===== src/rtl/hazard_forward_if.sv =====
// ID-stage operand/destination fields into the hazard controller and the
// forward selects, stall and bubble controls back to the pipeline.
interface hazard_forward_if #(
  parameter int REG_W = 5,
  parameter int CNT_W = 16
);
  logic [REG_W-1:0] RS1_ID;
  logic [REG_W-1:0] RS2_ID;
  logic [REG_W-1:0] RD_ID;
  logic             A_S_ID;
  logic             B_S_ID;
  logic             D_S_ID;
  logic             ID_NOP_ID;
  logic             RF_LE_ID;
  logic             L_ID;
  logic             FLUSH;
  logic             HOLD;
  logic [1:0]       FWD_A;
  logic [1:0]       FWD_B;
  logic [1:0]       FWD_D;
  logic             STALL;
  logic             NOP_EX;
  logic [CNT_W-1:0] STALL_CNT;

  modport master (
    output RS1_ID, RS2_ID, RD_ID, A_S_ID, B_S_ID, D_S_ID,
           ID_NOP_ID, RF_LE_ID, L_ID, FLUSH, HOLD,
    input  FWD_A, FWD_B, FWD_D, STALL, NOP_EX, STALL_CNT
  );

  modport slave (
    input  RS1_ID, RS2_ID, RD_ID, A_S_ID, B_S_ID, D_S_ID,
           ID_NOP_ID, RF_LE_ID, L_ID, FLUSH, HOLD,
    output FWD_A, FWD_B, FWD_D, STALL, NOP_EX, STALL_CNT
  );
endinterface


===== src/rtl/hazard_forward_ctrl.sv =====
// Forwarding / load-use hazard controller: tracks EX/MEM/WB destination tags
// and resolves ID operands against them with zero-cycle latency.
module hazard_forward_ctrl #(
  parameter int REG_W = 5,
  parameter int CNT_W = 16
) (
  input  logic             clk,
  input  logic             reset,
  hazard_forward_if.slave  bus
);

  logic             vld_p0, vld_p1, vld_p2;
  logic [REG_W-1:0] rd_p0, rd_p1, rd_p2;
  logic             ld_p0, ld_p1, ld_p2;
  logic [CNT_W-1:0] stall_cnt;

  logic [2:0] ex_hit, mem_hit, wb_hit;
  logic       load_use;
  logic       stall;
  logic       vld_nxt;

  function automatic logic tag_hit(input logic use_op, input logic [REG_W-1:0] src,
                                   input logic vld, input logic [REG_W-1:0] rd);
    return use_op && (src != '0) && vld && (rd == src);
  endfunction

  // An EX hit on a load cannot be forwarded yet; it stalls and selects the RF.
  function automatic logic [1:0] fwd_sel(input logic ex, input logic ex_ld,
                                         input logic mem, input logic wb);
    if (ex)  return ex_ld ? 2'b00 : 2'b01;
    if (mem) return 2'b10;
    if (wb)  return 2'b11;
    return 2'b00;
  endfunction

  function automatic logic [CNT_W-1:0] sat_inc(input logic [CNT_W-1:0] c);
    return (c == {CNT_W{1'b1}}) ? c : c + {{(CNT_W-1){1'b0}}, 1'b1};
  endfunction

  assign ex_hit[0]  = tag_hit(bus.A_S_ID, bus.RS1_ID, vld_p0, rd_p0);
  assign ex_hit[1]  = tag_hit(bus.B_S_ID, bus.RS2_ID, vld_p0, rd_p0);
  assign ex_hit[2]  = tag_hit(bus.D_S_ID, bus.RD_ID,  vld_p0, rd_p0);
  assign mem_hit[0] = tag_hit(bus.A_S_ID, bus.RS1_ID, vld_p1, rd_p1);
  assign mem_hit[1] = tag_hit(bus.B_S_ID, bus.RS2_ID, vld_p1, rd_p1);
  assign mem_hit[2] = tag_hit(bus.D_S_ID, bus.RD_ID,  vld_p1, rd_p1);
  assign wb_hit[0]  = tag_hit(bus.A_S_ID, bus.RS1_ID, vld_p2, rd_p2);
  assign wb_hit[1]  = tag_hit(bus.B_S_ID, bus.RS2_ID, vld_p2, rd_p2);
  assign wb_hit[2]  = tag_hit(bus.D_S_ID, bus.RD_ID,  vld_p2, rd_p2);

  assign load_use = (|ex_hit) & ld_p0;
  assign stall    = load_use & ~bus.FLUSH & ~bus.ID_NOP_ID;
  assign vld_nxt  = bus.RF_LE_ID & ~bus.ID_NOP_ID & ~stall & ~bus.FLUSH & (bus.RD_ID != '0);

  assign bus.FWD_A     = bus.ID_NOP_ID ? 2'b00 : fwd_sel(ex_hit[0], ld_p0, mem_hit[0], wb_hit[0]);
  assign bus.FWD_B     = bus.ID_NOP_ID ? 2'b00 : fwd_sel(ex_hit[1], ld_p0, mem_hit[1], wb_hit[1]);
  assign bus.FWD_D     = bus.ID_NOP_ID ? 2'b00 : fwd_sel(ex_hit[2], ld_p0, mem_hit[2], wb_hit[2]);
  assign bus.STALL     = stall;
  assign bus.NOP_EX    = stall | bus.FLUSH;
  assign bus.STALL_CNT = stall_cnt;

  // p0 = EX tag, p1 = MEM tag, p2 = WB tag; HOLD freezes the whole chain
  always_ff @(posedge clk) begin
    if (reset) begin
      vld_p0    <= 1'b0;
      vld_p1    <= 1'b0;
      vld_p2    <= 1'b0;
      rd_p0     <= '0;
      rd_p1     <= '0;
      rd_p2     <= '0;
      ld_p0     <= 1'b0;
      ld_p1     <= 1'b0;
      ld_p2     <= 1'b0;
      stall_cnt <= '0;
    end else if (!bus.HOLD) begin
      vld_p0 <= vld_nxt;
      rd_p0  <= bus.RD_ID;
      ld_p0  <= bus.L_ID;
      vld_p1 <= vld_p0;
      rd_p1  <= rd_p0;
      ld_p1  <= ld_p0;
      vld_p2 <= vld_p1;
      rd_p2  <= rd_p1;
      ld_p2  <= ld_p1;
      if (stall) stall_cnt <= sat_inc(stall_cnt);
    end
  end

endmodule


===== src/flat_wrapper.sv =====
// flat-port wrapper written by rule: the top's interface ports become plain ports
module hazard_forward_ctrl_flat 
#(
  parameter int REG_W = 5,
  parameter int CNT_W = 16
)
  (clk, reset, bus_RS1_ID, bus_RS2_ID, bus_RD_ID, bus_A_S_ID, bus_B_S_ID, bus_D_S_ID, bus_ID_NOP_ID, bus_RF_LE_ID, bus_L_ID, bus_FLUSH, bus_HOLD, bus_FWD_A, bus_FWD_B, bus_FWD_D, bus_STALL, bus_NOP_EX, bus_STALL_CNT);
  hazard_forward_if #(.REG_W(REG_W), .CNT_W(CNT_W)) bus_i ();
  input  logic clk;
  input  logic reset;
  input wire logic [$bits(bus_i.RS1_ID)-1:0] bus_RS1_ID;
  input wire logic [$bits(bus_i.RS2_ID)-1:0] bus_RS2_ID;
  input wire logic [$bits(bus_i.RD_ID)-1:0] bus_RD_ID;
  input wire logic [$bits(bus_i.A_S_ID)-1:0] bus_A_S_ID;
  input wire logic [$bits(bus_i.B_S_ID)-1:0] bus_B_S_ID;
  input wire logic [$bits(bus_i.D_S_ID)-1:0] bus_D_S_ID;
  input wire logic [$bits(bus_i.ID_NOP_ID)-1:0] bus_ID_NOP_ID;
  input wire logic [$bits(bus_i.RF_LE_ID)-1:0] bus_RF_LE_ID;
  input wire logic [$bits(bus_i.L_ID)-1:0] bus_L_ID;
  input wire logic [$bits(bus_i.FLUSH)-1:0] bus_FLUSH;
  input wire logic [$bits(bus_i.HOLD)-1:0] bus_HOLD;
  output wire logic [$bits(bus_i.FWD_A)-1:0] bus_FWD_A;
  output wire logic [$bits(bus_i.FWD_B)-1:0] bus_FWD_B;
  output wire logic [$bits(bus_i.FWD_D)-1:0] bus_FWD_D;
  output wire logic [$bits(bus_i.STALL)-1:0] bus_STALL;
  output wire logic [$bits(bus_i.NOP_EX)-1:0] bus_NOP_EX;
  output wire logic [$bits(bus_i.STALL_CNT)-1:0] bus_STALL_CNT;
  assign bus_i.RS1_ID = bus_RS1_ID;
  assign bus_i.RS2_ID = bus_RS2_ID;
  assign bus_i.RD_ID = bus_RD_ID;
  assign bus_i.A_S_ID = bus_A_S_ID;
  assign bus_i.B_S_ID = bus_B_S_ID;
  assign bus_i.D_S_ID = bus_D_S_ID;
  assign bus_i.ID_NOP_ID = bus_ID_NOP_ID;
  assign bus_i.RF_LE_ID = bus_RF_LE_ID;
  assign bus_i.L_ID = bus_L_ID;
  assign bus_i.FLUSH = bus_FLUSH;
  assign bus_i.HOLD = bus_HOLD;
  assign bus_FWD_A = bus_i.FWD_A;
  assign bus_FWD_B = bus_i.FWD_B;
  assign bus_FWD_D = bus_i.FWD_D;
  assign bus_STALL = bus_i.STALL;
  assign bus_NOP_EX = bus_i.NOP_EX;
  assign bus_STALL_CNT = bus_i.STALL_CNT;
  hazard_forward_ctrl #(.REG_W(REG_W), .CNT_W(CNT_W)) u_core (.clk(clk), .reset(reset), .bus(bus_i));
endmodule

===== config.mk =====
export PLATFORM = sky130hd
export DESIGN_NAME = hazard_forward_ctrl_flat
export DESIGN_NICKNAME = d
export VERILOG_FILES = /design/src/rtl/hazard_forward_if.sv /design/src/rtl/hazard_forward_ctrl.sv /design/src/flat_wrapper.sv
export SDC_FILE = /design/constraint.sdc
export NUM_CORES = 1
export LEC_CHECK = 0
export CAP_MARGIN = 20
export CORE_AREA = 2 2 85 87
export CTS_CLUSTER_DIAMETER = 50
export DETAILED_ROUTE_END_ITERATION = 7
export DIE_AREA = 0 0 87 89
export PLACE_DENSITY = 0.62
export REMOVE_ABC_BUFFERS = 1
export SETUP_SLACK_MARGIN = 0.4
export SKIP_LAST_GASP = 1
export SYNTH_ARGS = -nofsm -noshare
export SYNTH_HDL_FRONTEND = slang
export SYNTH_SLANG_ARGS = --single-unit

===== constraint.sdc =====
create_clock -name clk -period 2.65 [get_ports clk]
set_input_delay 0.53 -clock clk [delete_from_list [all_inputs] [get_ports clk]]
set_output_delay 0.53 -clock clk [all_outputs]
set_load 0.05 [all_outputs]

Word level (Yosys, flattened, before mapping)

Cells that the tools add are included.

Bits in registers: 35
Bits of input ports: 25
Output and inout port bits: 24
Word-level logic and storage cells: 98

$add $sub $neg: 1
Equality and inequality tests: 10
Multiplexer cells: 40
Bitwise gates (word level): 13
Reduce and logical (&&, ||, !) cells: 26

Operators with widths:

| cell                    | number |
|---|---|
| $eq A5 B5 Y1            | 9 |
| $mux W2                 | 21 |
| $logic_and A1 B1 Y1     | 21 |
| $mux W1                 | 19 |
| $add A16 B1 Y16 const B | 1 |
| $eq A16 B16 Y1 const B  | 1 |
| $reduce_bool A5 Y1      | 3 |
| $and A1 B1 Y1           | 7 |
| $not A1 Y1              | 5 |
| $reduce_and A3 Y1       | 1 |
| $reduce_or A3 Y1        | 1 |
| $or A1 B1 Y1            | 1 |

Logic depth before layout (Yosys ltp)

Gate-level depths: netlist (run 1).

Depth in word-level cells: 12
Mapped depth: 8

Least setup slack after synthesis (run 1)

OpenSTA, ideal clock, no wires.

Kind: input -> output
Start point: input bus_RD_ID[4]
End point: output bus_NOP_EX
Data arrival time: 2.504 ns
Required time: 2.120 ns
Path slack: -0.384 ns
Stages on the path: 7
Buffers on the path: 1
Cells stage by stage: clkbuf_1 -> xnor2_1 -> nand2_1 -> nor3_2 -> nor3_1 -> nor2_1 -> or2_2

Cells in the longest elaborated chain, start to end: 9

Ends and longest elaborated chain:

| item                              | line                      | source |
|---|---|---|
| start: declaration                | flat_wrapper.sv:13        | `input wire logic [$bits(bus_i.RD_ID)-1:0] bus_RD_ID;` |
| $reduce_bool A5 Y1                | hazard_forward_ctrl.sv:24 | `return use_op && (src != '0) && vld && (rd == src);` |
| $logic_and A1 B1 Y1 (2 in series) | hazard_forward_ctrl.sv:24 |  |
| $logic_and A1 B1 Y1 (*)           | hazard_forward_ctrl.sv:24 |  |
| $reduce_or A3 Y1 (*)              | hazard_forward_ctrl.sv:50 | `assign load_use = (\|ex_hit) & ld_p0;` |
| $and A1 B1 Y1 (*)                 | hazard_forward_ctrl.sv:50 |  |
| $and A1 B1 Y1 (*) (2 in series)   | hazard_forward_ctrl.sv:51 | `assign stall = load_use & ~bus.FLUSH & ~bus.ID_NOP_ID;` |
| named net bus_STALL               | flat_wrapper.sv:25        | `output wire logic [$bits(bus_i.STALL)-1:0] bus_STALL;` |
| $or A1 B1 Y1 (*)                  | hazard_forward_ctrl.sv:58 | `assign bus.NOP_EX = stall \| bus.FLUSH;` |
| end: declaration                  | flat_wrapper.sv:26        | `output wire logic [$bits(bus_i.NOP_EX)-1:0] bus_NOP_EX;` |

Mark *: on every way through the listed nets, which the timed path passes. The rest lies on a longest branch.

Worst setup path in the final report (run 1)

Start point: input bus_RS2_ID[2]
End point: output bus_FWD_B[0]

Cells in the longest elaborated chain, start to end: 11

Ends and longest elaborated chain:

| item                              | line                      | source |
|---|---|---|
| start: declaration                | flat_wrapper.sv:12        | `input wire logic [$bits(bus_i.RS2_ID)-1:0] bus_RS2_ID;` |
| $reduce_bool A5 Y1                | hazard_forward_ctrl.sv:24 |  |
| $logic_and A1 B1 Y1 (3 in series) | hazard_forward_ctrl.sv:24 |  |
| $mux W1 (2 in series)             | hazard_forward_ctrl.sv:32 | `if (wb) return 2'b11;` |
| $mux W1                           | hazard_forward_ctrl.sv:31 | `if (mem) return 2'b10;` |
| $mux W2                           | hazard_forward_ctrl.sv:33 | `return 2'b00;` |
| $mux W2                           | hazard_forward_ctrl.sv:32 |  |
| $mux W2 (*)                       | hazard_forward_ctrl.sv:31 |  |
| $mux W2 (*)                       | hazard_forward_ctrl.sv:55 | `assign bus.FWD_B = bus.ID_NOP_ID ? 2'b00 : fwd_sel(ex_hit[1], ld_p0, mem_hit[1], wb_hit[1]);` |
| end: declaration                  | flat_wrapper.sv:23        | `output wire logic [$bits(bus_i.FWD_B)-1:0] bus_FWD_B;` |

Every way passes the cells marked *; elsewhere a longest branch is shown, timed or not. The select of a mux whose other input is x is not followed.

==> impl_results.rst, run 1 <==
.. list-table::
   :header-rows: 1

   * - Metric
     - Value
   * - Number of iterations in the first detailed-routing pass
     - 4
   * - Number of port buffers
     - 48
   * - Post-synthesis sequential area ratio
     - 0.302
   * - Via count of the first global-routing pass
     - ~2300
   * - Violations in the final reports
     - negative setup slack
   * - Most congested layer reported by global routing
     - met2
   * - Number of DRC markers in iteration 0
     - 66
   * - Launching element of the worst setup path
     - bus_RS2_ID[2]
   * - Data arrival at the endpoint of the critical path
     - 2180 ps
   * - Global-route wire length before repair
     - around 11 mm
   * - Number of I/O pins
     - 49
   * - Met2 routing resource usage after global routing
     - 0.325
   * - Met3 Use GR
     - 0.0332
   * - WL final
     - between 7 and 8 mm
   * - TritonCTS clock tree
     - yes
   * - Die width
     - 87 microns
   * - Post-synthesis cell count
     - 271
   * - Worst Hold Class
     - reg -> reg
   * - Crit Path Category
     - in -> out
   * - Number of DRC violations after detailed routing
     - 0
   * - RSZ-0062 raised after global routing
     - yes
   * - Dpl hpwl
     - ~4.7 mm
   * - Met1 usage
     - 0.211
   * - Max-slew violation total from the final report
     - 0
   * - Placed cell areas
     - between 0.003 and 0.004 sq mm
   * - Dominant register cell in the synthesized netlist
     - sky130_fd_sc_hd__dfxtp_1
   * - Overflow after GRT
     - 0
   * - Initial antenna violation count
     - 0
   * - Worst-case setup slack after placement
     - -509 ps
   * - Core Area
     - roughly 0.0067 sq mm
   * - EDFF count, synth
     - 0
   * - Number of nets at the end of the flow
     - roughly 400
   * - Fillcell total
     - 597
   * - Power per cell area
     - 338 mW/mm^2
   * - Final number of hold-violating endpoints
     - 0
   * - Top cell type's share of synthesized area
     - 0.302
   * - Synth area leader
     - sky130_fd_sc_hd__dfxtp_1
   * - Number of hold buffers added after CTS
     - 0
   * - TritonCTS Sinks
     - 35
   * - Yosys warns
     - 0
   * - Count of different cell masters after synthesis
     - 37
   * - Worst Tran Pin Value
     - about 660 ps
   * - Maximum achievable frequency
     - about 0.37 GHz
   * - Diode count
     - 0
   * - Final setup slack of the worst path
     - -57.5 ps
   * - Starting density of the core
     - 0.345
   * - Highest ir drop seen on vdd
     - approximately 0.00024 V
   * - Type of element launching the critical path
     - input port
   * - Final Setup Violations
     - 5
   * - Routed via count
     - around 2300
   * - Mean instance size in the synthesized netlist
     - around 8.6 sq um
   * - CP Capture Type
     - output port
   * - Via density per instance
     - 5.14
   * - Most numerous cell types in the synthesized netlist
     - 38 x sky130_fd_sc_hd__nor2_1, 35 x sky130_fd_sc_hd__dfxtp_1, 33 x sky130_fd_sc_hd__xnor2_1
   * - Area Growth Syn to Fin
     - 62.8%
   * - Flops & latches, synth
     - 35
   * - Pin count of the biggest net entering global routing
     - 24
   * - Leading cell type by number of instances after synthesis
     - sky130_fd_sc_hd__nor2_1
   * - Worst clock skew
     - 13.3 ps
   * - Highest fanout seen on the critical path
     - 3
   * - Cts bufs inserted
     - 5
   * - Antenna violation net count after detailed routing
     - 0
   * - Tightest slew margin relative to the limit
     - 0.561
   * - Final non-filler cell area
     - 0.00378 sq mm
   * - Reg2reg start
     - u_core.rd_p0[4]$_SDFFE_PP0N_
   * - Synthesized cell area
     - ~0.0023 sq mm
   * - HP Start
     - u_core.bus.STALL_CNT[8]$_SDFFE_PP0P_
   * - Worst-skew pair later-pin latency
     - ~300 ps
   * - Clk pin slew, worst setup/hold paths
     - approximately 80 ps
   * - Data required time at the worst endpoint
     - about 2100 ps
   * - Leading post-synthesis cells by cell area
     - sky130_fd_sc_hd__dfxtp_1 30%, sky130_fd_sc_hd__xnor2_1 12%, sky130_fd_sc_hd__mux2i_1 7.8%
   * - Number of max-cap violations
     - 0
   * - Global routing usage summed across all routing layers
     - 0.177
   * - Share of layout cells above drive strength 1
     - 0.448
   * - Die extent in y
     - approximately 90 microns
   * - Depth of the CTS H-tree
     - 2
   * - Share of synthesized flip-flops with an asynchronous set or reset
     - 0
   * - Die ar.
     - between 0.007 and 0.008 sq mm
   * - Total design power
     - roughly 1.3 mW
   * - Period utilisation layout
     - 1.02
   * - Weighted congestion reported at the end of routability-driven placement
     - a little under 0.9
   * - Leakage power summed over all cells
     - 1.40 nW
   * - Clock period minus worst slack
     - about 2700 ps
   * - Setup TNS after final layout
     - -202 ps
   * - Outcome
     - complete, but fails checks
   * - Clock tree root buffer cell
     - sky130_fd_sc_hd__clkbuf_8
   * - Std cell rows
     - 30
   * - Average wire per standard cell
     - around 16 microns
   * - Bufs on Longest Clock Path
     - 2
-- sequential cells by signal, indices dropped and copies added, names as in the netlist --
signal,cells
u_core.vld_p0,1
u_core.rd_p0,5
u_core.vld_p1,1
u_core.rd_p1,5
u_core.ld_p0,1
u_core.vld_p2,1
u_core.bus.STALL_CNT,16
u_core.rd_p2,5
-- per-stage QoR --
step | utilization | hold slack, ps | instances
after floorplan | - | 493 | 255
after global placement | 0.476 | 474 | 422
after detailed placement | 0.476 | 482 | 422
after CTS | 0.539 | 497 | 442
after global routing | 0.562 | 525 | 444
final | 0.562 | 516 | 444
-- critical path, stage by stage --
cell and delay [ps]:
sky130_fd_sc_hd__buf_6 90, sky130_fd_sc_hd__or4_4 550, sky130_fd_sc_hd__o21ai_4 200, sky130_fd_sc_hd__buf_6 140, sky130_fd_sc_hd__o21ai_2 60, sky130_fd_sc_hd__mux2_4 290, sky130_fd_sc_hd__nor2_4 80, sky130_fd_sc_hd__buf_6 110
sky130_fd_sc_hd__buf_12 120
-- cell type report --
| type | count | area, sq um | area share |
|---|---|---|---|
| clock inverter | 3 | 43.8 | 0.0116 |
| timing repair buffer | 101 | 1050 | 0.279 |
| clock buffer | 5 | 68.8 | 0.0182 |
| inverter | 5 | 18.8 | 0.00497 |
| multi-input combinational | 215 | 1780 | 0.472 |
| sequential | 35 | 709 | 0.188 |
| tap | 80 | 100 | 0.0265 |
-- cells by family after synthesis --
logic type	Yosys count	synth area share
adders and majority gates	1	0.00539
DFF	35	0.302
muxes	23	0.102
buffers and inverters	21	0.0410
AOI/OAI and AO/OA	37	0.136
and+or+nand+nor	109	0.244
xor gates and xnor gates	45	0.170
-- worst paths after layout --
| path | to | cells past startpoint | slack (ps) |
|---|---|---|---|
| hold / removal | u_core.bus.STALL_CNT[8]$_SDFFE_PP0P_ | 2 | 520 |
| setup reg to reg | u_core.bus.STALL_CNT[15]$_SDFFE_PP0P_ | 13 | 230 |
| setup / recovery | bus_FWD_B[0] | 9 | -60 |
| hold reg to reg | u_core.bus.STALL_CNT[8]$_SDFFE_PP0P_ | 2 | 520 |
-- power breakdown --
part / leakage, nW / total (mW) / internal, mW / switching [mW]
registers: 0.286 / 0.557 / 0.536 / 0.0206
clock network: 0.0581 / 0.495 / 0.280 / 0.214
logic: 1.05 / 0.224 / 0.121 / 0.103
total: 1.40 / 1.27 / 0.937 / 0.338
-- metal layers --
| layer | wire, microns | vias to the layer above |
|---|---|---|
| met2 | 3610 | 58 |
| met1 | 3040 | 1078 |
| met5 | 0 | - |
| li1 | - | 1137 |
| met4 | 71 | 0 |
| met3 | 284 | 10 |
-- layout by cell type, fill, tap and decap left out, types with 9 or more instances in the layout --
master | Yosys | final
sky130_fd_sc_hd__nand2_1 | 10 | 10
sky130_fd_sc_hd__mux2i_1 | 18 | 18
sky130_fd_sc_hd__clkdlybuf4s50_1 | 0 | 23
sky130_fd_sc_hd__nand3_1 | 12 | 12
sky130_fd_sc_hd__a21oi_2 | 10 | 13
sky130_fd_sc_hd__buf_6 | 2 | 24
sky130_fd_sc_hd__nand4_1 | 10 | 10
sky130_fd_sc_hd__dfxtp_1 | 35 | 30
sky130_fd_sc_hd__xor2_1 | 12 | 12
sky130_fd_sc_hd__nor2_1 | 38 | 32
sky130_fd_sc_hd__xnor2_1 | 33 | 27
sky130_fd_sc_hd__buf_4 | 0 | 29
sky130_fd_sc_hd__o21ai_2 | 10 | 9
-- what timing repair did --
| item | in CTS | in global routing |
|---|---|---|
| cloned | 2 | 0 |
| gates resized for setup | 114 | 39 |
| buffers inserted | 10 | 2 |
| pin swaps | 28 | 26 |
| setup endpoints to repair | 24 | 23 |
Power figures use the tool's default switching activity.
==> run 2: changes to the inputs <==
Settings changed: CTS_BUF_LIST set to sky130_fd_sc_hd__clkbuf_16.
==> run 2 against run 1 <==
Effect of this change: the run still ends with negative setup slack left; non-clock buffer count is 7 higher; final area is 6.1% higher; flip-flop and latch count stayed put; routed wire length is 6.1% higher; clock-buffer cell count stayed put; sequential power hardly changed; worst setup slack worse by 12 ps; worst hold slack worse by 12 ps; largest cell class unchanged; highest routed layer unchanged.
==> impl_results.rst, run 2 (synthesis gave the netlist of run 1 again) <==
.. list-table::
   :header-rows: 1

   * - Metric
     - Value
   * - Outcome
     - complete, but fails checks
   * - Violations in the final reports
     - negative setup slack
   * - Largest register FFs
     - 16
   * - TritonCTS clock tree
     - yes
   * - Pin count of the biggest net entering global routing
     - 24
   * - Number of nets at the end of the flow
     - ~400
   * - HP Start
     - u_core.bus.STALL_CNT[10]$_SDFFE_PP0P_
   * - Initial antenna violation count
     - 0
   * - RSZ-0062 raised after global routing
     - yes
   * - Clk pin slew, worst setup/hold paths
     - roughly 60 ps
   * - Global-route wire length before repair
     - 11.1 mm
   * - Worst clock skew
     - between 6 and 7 ps
   * - Final setup slack of the worst path
     - -69.6 ps
   * - Maximum achievable frequency
     - 0.368 GHz
   * - Clock period minus worst slack
     - 2720 ps
   * - Weighted congestion reported at the end of routability-driven placement
     - about 0.89
   * - Crit Path Category
     - in -> out
   * - Worst Hold Class
     - reg -> reg
   * - Routed via count
     - roughly 2400
   * - Power per cell area
     - between 300 and 400 mW/mm^2
   * - CP Capture Type
     - output port
   * - Endpoint with the worst hold slack
     - u_core.bus.STALL_CNT[10]$_SDFFE_PP0P_
   * - Top library cells by usage in the layout, fill and taps aside
     - 32 x sky130_fd_sc_hd__buf_4, 31 x sky130_fd_sc_hd__nor2_1, 30 x sky130_fd_sc_hd__buf_6, 30 x sky130_fd_sc_hd__dfxtp_1, 23 x sky130_fd_sc_hd__clkdlybuf4s50_1
   * - Via count of the first global-routing pass
     - ~2300
   * - Share of layout cells above drive strength 1
     - 0.469
   * - Die width
     - between 80 and 90 microns
   * - Number of max-cap violations
     - 0
   * - Capturing point of the worst reg2reg path
     - u_core.bus.STALL_CNT[15]$_SDFFE_PP0P_
   * - Number of DRC markers in iteration 0
     - 70
   * - Std cell rows
     - 30
   * - WL final
     - 7.43 mm
   * - Core Area
     - approximately 0.0067 sq mm
   * - Depth of the CTS H-tree
     - 2
   * - Total design power
     - roughly 1.5 mW
   * - Max-slew violation total from the final report
     - 0
   * - Number of iterations in the first detailed-routing pass
     - 4
   * - Flop2flop setup slack
     - about 150 ps
   * - Number of port buffers
     - 48
   * - Highest fanout seen on the critical path
     - 3
   * - Depth of the most critical reg-to-reg path
     - 13
   * - Number of I/O pins
     - between 40 and 50
   * - Worst-skew pair later-pin latency
     - about 280 ps
   * - Dpl hpwl
     - roughly 4.7 mm
   * - Clock tree root buffer cell
     - sky130_fd_sc_hd__clkbuf_16
   * - Cts bufs inserted
     - 5
   * - Bufs on Longest Clock Path
     - 2
   * - Reg2reg start
     - u_core.rd_p0[4]$_SDFFE_PP0N_
   * - Final number of hold-violating endpoints
     - 0
   * - Leakage power summed over all cells
     - around 1.5 nW
   * - Worst Tran Pin Value
     - 635 ps
   * - Area Growth Syn to Fin
     - 72.7%
   * - Type of element launching the critical path
     - input port
   * - Global routing usage summed across all routing layers
     - 0.183
   * - Data arrival at the endpoint of the critical path
     - approximately 2200 ps
   * - Number of DRC violations after detailed routing
     - 0
   * - Min-Delay Path Depth
     - 2
   * - Via density per instance
     - about 5.2
   * - Overflow after GRT
     - 0
   * - Tightest slew margin relative to the limit
     - 0.575
   * - Number of hold buffers added after CTS
     - 0
   * - Die extent in y
     - 89 microns
   * - Most common cell after layout, fill and taps aside
     - sky130_fd_sc_hd__buf_4
   * - Period utilisation layout
     - 1.03
   * - Data required time at the worst endpoint
     - between 2000 and 2500 ps
   * - Antenna violation net count after detailed routing
     - 0
   * - Placed cell areas
     - around 0.0032 sq mm
   * - TritonCTS Sinks
     - 35
   * - Die ar.
     - approximately 0.0077 sq mm
   * - Final non-filler cell area
     - ~0.004 sq mm
   * - Average wire per standard cell
     - ~16 microns
   * - Starting density of the core
     - 0.345
   * - Highest ir drop seen on vdd
     - approximately 0.00020 V
   * - Final Setup Violations
     - 5
   * - Diode count
     - 0
==> run 2: worst max-delay path, cell delays in order <==
cell	delay [ps]
sky130_fd_sc_hd__buf_6	90
sky130_fd_sc_hd__or4_4	540
sky130_fd_sc_hd__o21ai_4	190
sky130_fd_sc_hd__buf_6	130
sky130_fd_sc_hd__nor3_2	40
sky130_fd_sc_hd__buf_4	130
sky130_fd_sc_hd__buf_6	110
sky130_fd_sc_hd__nor2_4	90
sky130_fd_sc_hd__nor3_2	40
sky130_fd_sc_hd__buf_4	140
sky130_fd_sc_hd__buf_12	140
==> run 2: metrics by stage <==
step / utilization / hold slack [ps] / instances / setup WS (ps) / setup TNS [ps]
3_5_place_dp: 0.476 / 482 / 422 / -509 / -7030
3_3_place_gp: 0.476 / 474 / 422 / -471 / -6010
5_1_grt: 0.596 / 517 / 451 / -101 / -434
4_1_cts: 0.550 / 494 / 444 / -93.8 / -359
6_report: 0.596 / 504 / 451 / -69.6 / -211
2_1_floorplan: - / 493 / 255 / -347 / -1670
==> run 2: routing by layer <==
metal  global-route usage  wire length, microns  up-vias
met1                0.216                  3010     1130
met5                    0                     0        -
met4               0.0511                    99        0
li1                     -                     -     1157
met3               0.0342                   294       10
met2                0.339                  4030       61
==> run 2: worst max path at each step <==
stage	from	end	slack (ps)	cells after the start
floorplan	bus_RD_ID[0]	bus_FWD_D[1]	-350	4
global placement	bus_RS2_ID[0]	bus_NOP_EX	-470	8
detailed placement	bus_RS2_ID[0]	bus_NOP_EX	-510	8
CTS	bus_RS2_ID[0]	bus_FWD_B[0]	-90	9
global route	bus_RS2_ID[2]	bus_FWD_B[1]	-100	11
finish	bus_RS2_ID[2]	bus_FWD_B[1]	-70	11
==> run 2: final cells by class <==
class	instances	area [sq um]
Clock buffer	5	125
Clock inverter	3	43.8
Fill cell	555	2710
Inverter	5	18.8
Multi-Input combinational cell	215	1870
Sequential cell	35	707
Tap cell	80	100
Timing Repair Buffer	108	1140
==> run 2: power by group <==
group / switching (mW) / internal [mW] / leakage [nW]
sequential: 0.0217 / 0.537 / 0.285
combinational: 0.109 / 0.130 / 1.17
clock: 0.237 / 0.444 / 0.0838
total: 0.368 / 1.11 / 1.54
==> run 2: repair_timing <==
item | CTS | global route
setup buffers | 12 | 6
setup endpoints to repair | 24 | 24
gates cloned | 2 | 1
resized for setup | 109 | 60
pin swaps | 30 | 36
==> run 3: changes to the inputs <==
Settings changed: CORE_AREA 2 2 85 87 to 2 2 71 73, CTS_CLUSTER_DIAMETER 50 to unset, DIE_AREA 0 0 87 89 to 0 0 73 75, PLACE_DENSITY 0.62 to 0.83.
==> run 3 against run 2 <==
Effect of this change: the flow still finishes with violations (negative setup slack); die area shrank 29%; final area shrank 4.9%; critical endpoint is now bus_FWD_A[0]; first-iteration DRC count grew to 3.2 times the previous value; highest routed layer unchanged; utilization grew 22 points; register-to-register slack gained 30 ps; largest cell class unchanged.
==> impl_results.rst, run 3 (synthesis gave the netlist of run 1 again) <==
.. list-table::
   :header-rows: 1

   * - Metric
     - Value
   * - Reg2reg start
     - u_core.bus.STALL_CNT[0]$_SDFFE_PP0P_
   * - Global-route wire length before repair
     - between 10 and 15 mm
   * - Worst Hold Class
     - reg -> reg
   * - Outcome
     - complete, but fails checks
   * - RSZ-0062 raised after global routing
     - yes
   * - Die width
     - 73 microns
   * - Crit Path Category
     - in -> out
   * - Std cell rows
     - 25
   * - Top delay family on crit path
     - buffers and inverters
   * - Depth of the most critical reg-to-reg path
     - 8
   * - CP Capture Type
     - output port
   * - Flop2flop setup slack
     - 180 ps
   * - Dpl hpwl
     - 4.62 mm
   * - Placed insts
     - slightly below 400
   * - Endpoint with the worst hold slack
     - u_core.bus.STALL_CNT[5]$_SDFFE_PP0P_
   * - TritonCTS clock tree
     - yes
   * - Average wire per standard cell
     - a little under 20 microns
   * - Bufs on Longest Clock Path
     - 2
   * - Worst clock skew
     - between 6 and 7 ps
   * - Clock period minus worst slack
     - around 2700 ps
   * - HP Start
     - u_core.bus.STALL_CNT[5]$_SDFFE_PP0P_
   * - Largest register FFs
     - 16
   * - Non-filler cells in the finished layout
     - ~420
   * - Number of DRC markers in iteration 0
     - between 200 and 250
   * - Cts bufs inserted
     - 5
   * - Highest fanout seen on the critical path
     - 3
   * - Tightest hold margin
     - a little over 500 ps
   * - Share of layout cells above drive strength 1
     - 0.429
   * - Final non-filler cell area
     - between 0.003 and 0.004 sq mm
   * - Pin count of the biggest net entering global routing
     - 33
   * - Starting density of the core
     - 0.498
   * - Critical path depth
     - 8
   * - Antenna violation net count after detailed routing
     - 0
   * - Most common cell after layout, fill and taps aside
     - sky130_fd_sc_hd__buf_4
   * - Critical path's largest stage delay
     - 510 ps
   * - Final Setup Violations
     - 5
   * - Tightest slew margin relative to the limit
     - 0.642
   * - Clk pin slew, worst setup/hold paths
     - approximately 60 ps
   * - Data arrival at the endpoint of the critical path
     - 2190 ps
   * - Clock tree root buffer cell
     - sky130_fd_sc_hd__clkbuf_16
   * - Initial antenna violation count
     - 0
   * - Top library cells by usage in the layout, fill and taps aside
     - 34 x sky130_fd_sc_hd__buf_4, 33 x sky130_fd_sc_hd__nor2_1, 30 x sky130_fd_sc_hd__dfxtp_1
   * - TritonCTS Sinks
     - 35
   * - Number of I/O pins
     - between 40 and 50
   * - Number of max-cap violations
     - 0
   * - Type of element launching the critical path
     - input port
   * - Number of hold buffers added after CTS
     - 0
   * - Period utilisation layout
     - 1.03
   * - WL final
     - 8.33 mm
   * - Depth of the CTS H-tree
     - 2
   * - Number of nets at the end of the flow
     - 393
   * - Die extent in y
     - approximately 75 microns
   * - Sequence of cells on the critical path
     - clkdlybuf4s50_1, o21ai_4, buf_6, nor3_4, o21ai_1, mux2_4, nor2_4, buf_12
   * - Power per cell area
     - roughly 360 mW/mm^2
   * - Number of iterations in the first detailed-routing pass
     - 5
   * - Capturing point of the worst reg2reg path
     - u_core.bus.STALL_CNT[13]$_SDFFE_PP0P_
   * - Final Core Density
     - 0.817
   * - Min-Delay Path Depth
     - 2
   * - Via density per instance
     - a little over 6
   * - Highest ir drop seen on vdd
     - roughly 0.00031 V
   * - Data required time at the worst endpoint
     - 2120 ps
   * - Overflow after GRT
     - 0
   * - Worst Tran Pin Value
     - about 530 ps
   * - Final setup slack of the worst path
     - -73.4 ps
   * - Area Growth Syn to Fin
     - 64.2%
   * - Crit path buffers/inverters
     - 3
   * - Placed cell areas
     - 0.00316 sq mm
   * - Via count of the first global-routing pass
     - approximately 2500
   * - Number of DRC violations after detailed routing
     - 0
   * - Die ar.
     - between 0.005 and 0.006 sq mm
   * - Core Area
     - ~0.0047 sq mm
   * - Final number of hold-violating endpoints
     - 0
   * - Routed via count
     - ~2500
   * - Global routing usage summed across all routing layers
     - 0.275
   * - Violations in the final reports
     - negative setup slack
   * - Maximum achievable frequency
     - about 0.37 GHz
   * - Number of port buffers
     - 48
   * - Diode count
     - 0
   * - Max-slew violation total from the final report
     - 0
   * - Leakage power summed over all cells
     - 1.45 nW
   * - Worst-skew pair later-pin latency
     - 280 ps
   * - Weighted congestion reported at the end of routability-driven placement
     - 0.954
   * - Worst path slowest cell
     - sky130_fd_sc_hd__clkdlybuf4s50_1
run 3: cell types whose count changed in the layout (fill, tap and decap cells not counted), moves of 2 or more:
cell and delta:
sky130_fd_sc_hd__xnor2_2 -5, sky130_fd_sc_hd__buf_6 -6, sky130_fd_sc_hd__nor2_1 +2, sky130_fd_sc_hd__or4_4 -2, sky130_fd_sc_hd__inv_1 +2, sky130_fd_sc_hd__buf_4 +2, sky130_fd_sc_hd__mux2_4 -2, sky130_fd_sc_hd__mux2_1 +2
sky130_fd_sc_hd__or4_1 +2, sky130_fd_sc_hd__buf_8 +2, sky130_fd_sc_hd__xnor2_1 +4, sky130_fd_sc_hd__nor4_1 +2, sky130_fd_sc_hd__nor4_4 -2
run 3: worst max-delay path by stage:
stage          slack (ps)      endpoint          start
2_1_floorplan        -350  bus_FWD_D[1]   bus_RD_ID[0]
3_3_place_gp         -490    bus_NOP_EX  bus_RS2_ID[0]
3_5_place_dp         -530    bus_NOP_EX  bus_RS2_ID[0]
4_1_cts               -60  bus_FWD_B[0]  bus_RS2_ID[2]
5_1_grt              -120  bus_FWD_A[0]     bus_A_S_ID
6_report              -70  bus_FWD_A[0]     bus_A_S_ID
run 3: layout make-up:
type                       instances  area [sq um]
sequential                        35           707
clock inverter                     3          12.5
timing repair buffer             105          1090
clock buffer                       5           125
fill                             256           851
multi-input combinational        215          1790
inverter                           5          18.8
tap                               54          67.6
run 3: repair_timing:
action                                  4_1_cts  5_1_grt
resized for setup                           109       40
buffers inserted                              9        6
gates cloned                                  2        0
pin swaps                                    35       35
endpoints found under the setup margin       25       24
run 3: per-stage QoR:
step / power, mW / setup WS, ps / setup TNS [ps]
6_report: 1.36 / -73.4 / -199
5_1_grt: 1.40 / -117 / -420
4_1_cts: 1.33 / -57.0 / -151
3_5_place_dp: 0.763 / -528 / -6340
3_3_place_gp: 0.756 / -487 / -5430
2_1_floorplan: 0.642 / -347 / -1670
run 3: routing by layer:
layer	part of all wire	global-route usage
met2	0.50	0.474
met5	0	0
met3	0.073	0.0428
met4	0.063	0.171
met1	0.36	0.320
run 3: tightest hold or removal path, delay by kind of cell, from the launching register on:
| kind | cells | cell delay (ps) |
|---|---|---|
| AOI/OAI and AO/OA | 2 | 120 |
| DFF | 1 | 340 |
run 3: report_power, final:
group          internal, mW  switching [mW]  total [mW]
Combinational         0.124           0.109       0.234
Sequential            0.538          0.0235       0.561
Clock                 0.340           0.225       0.564
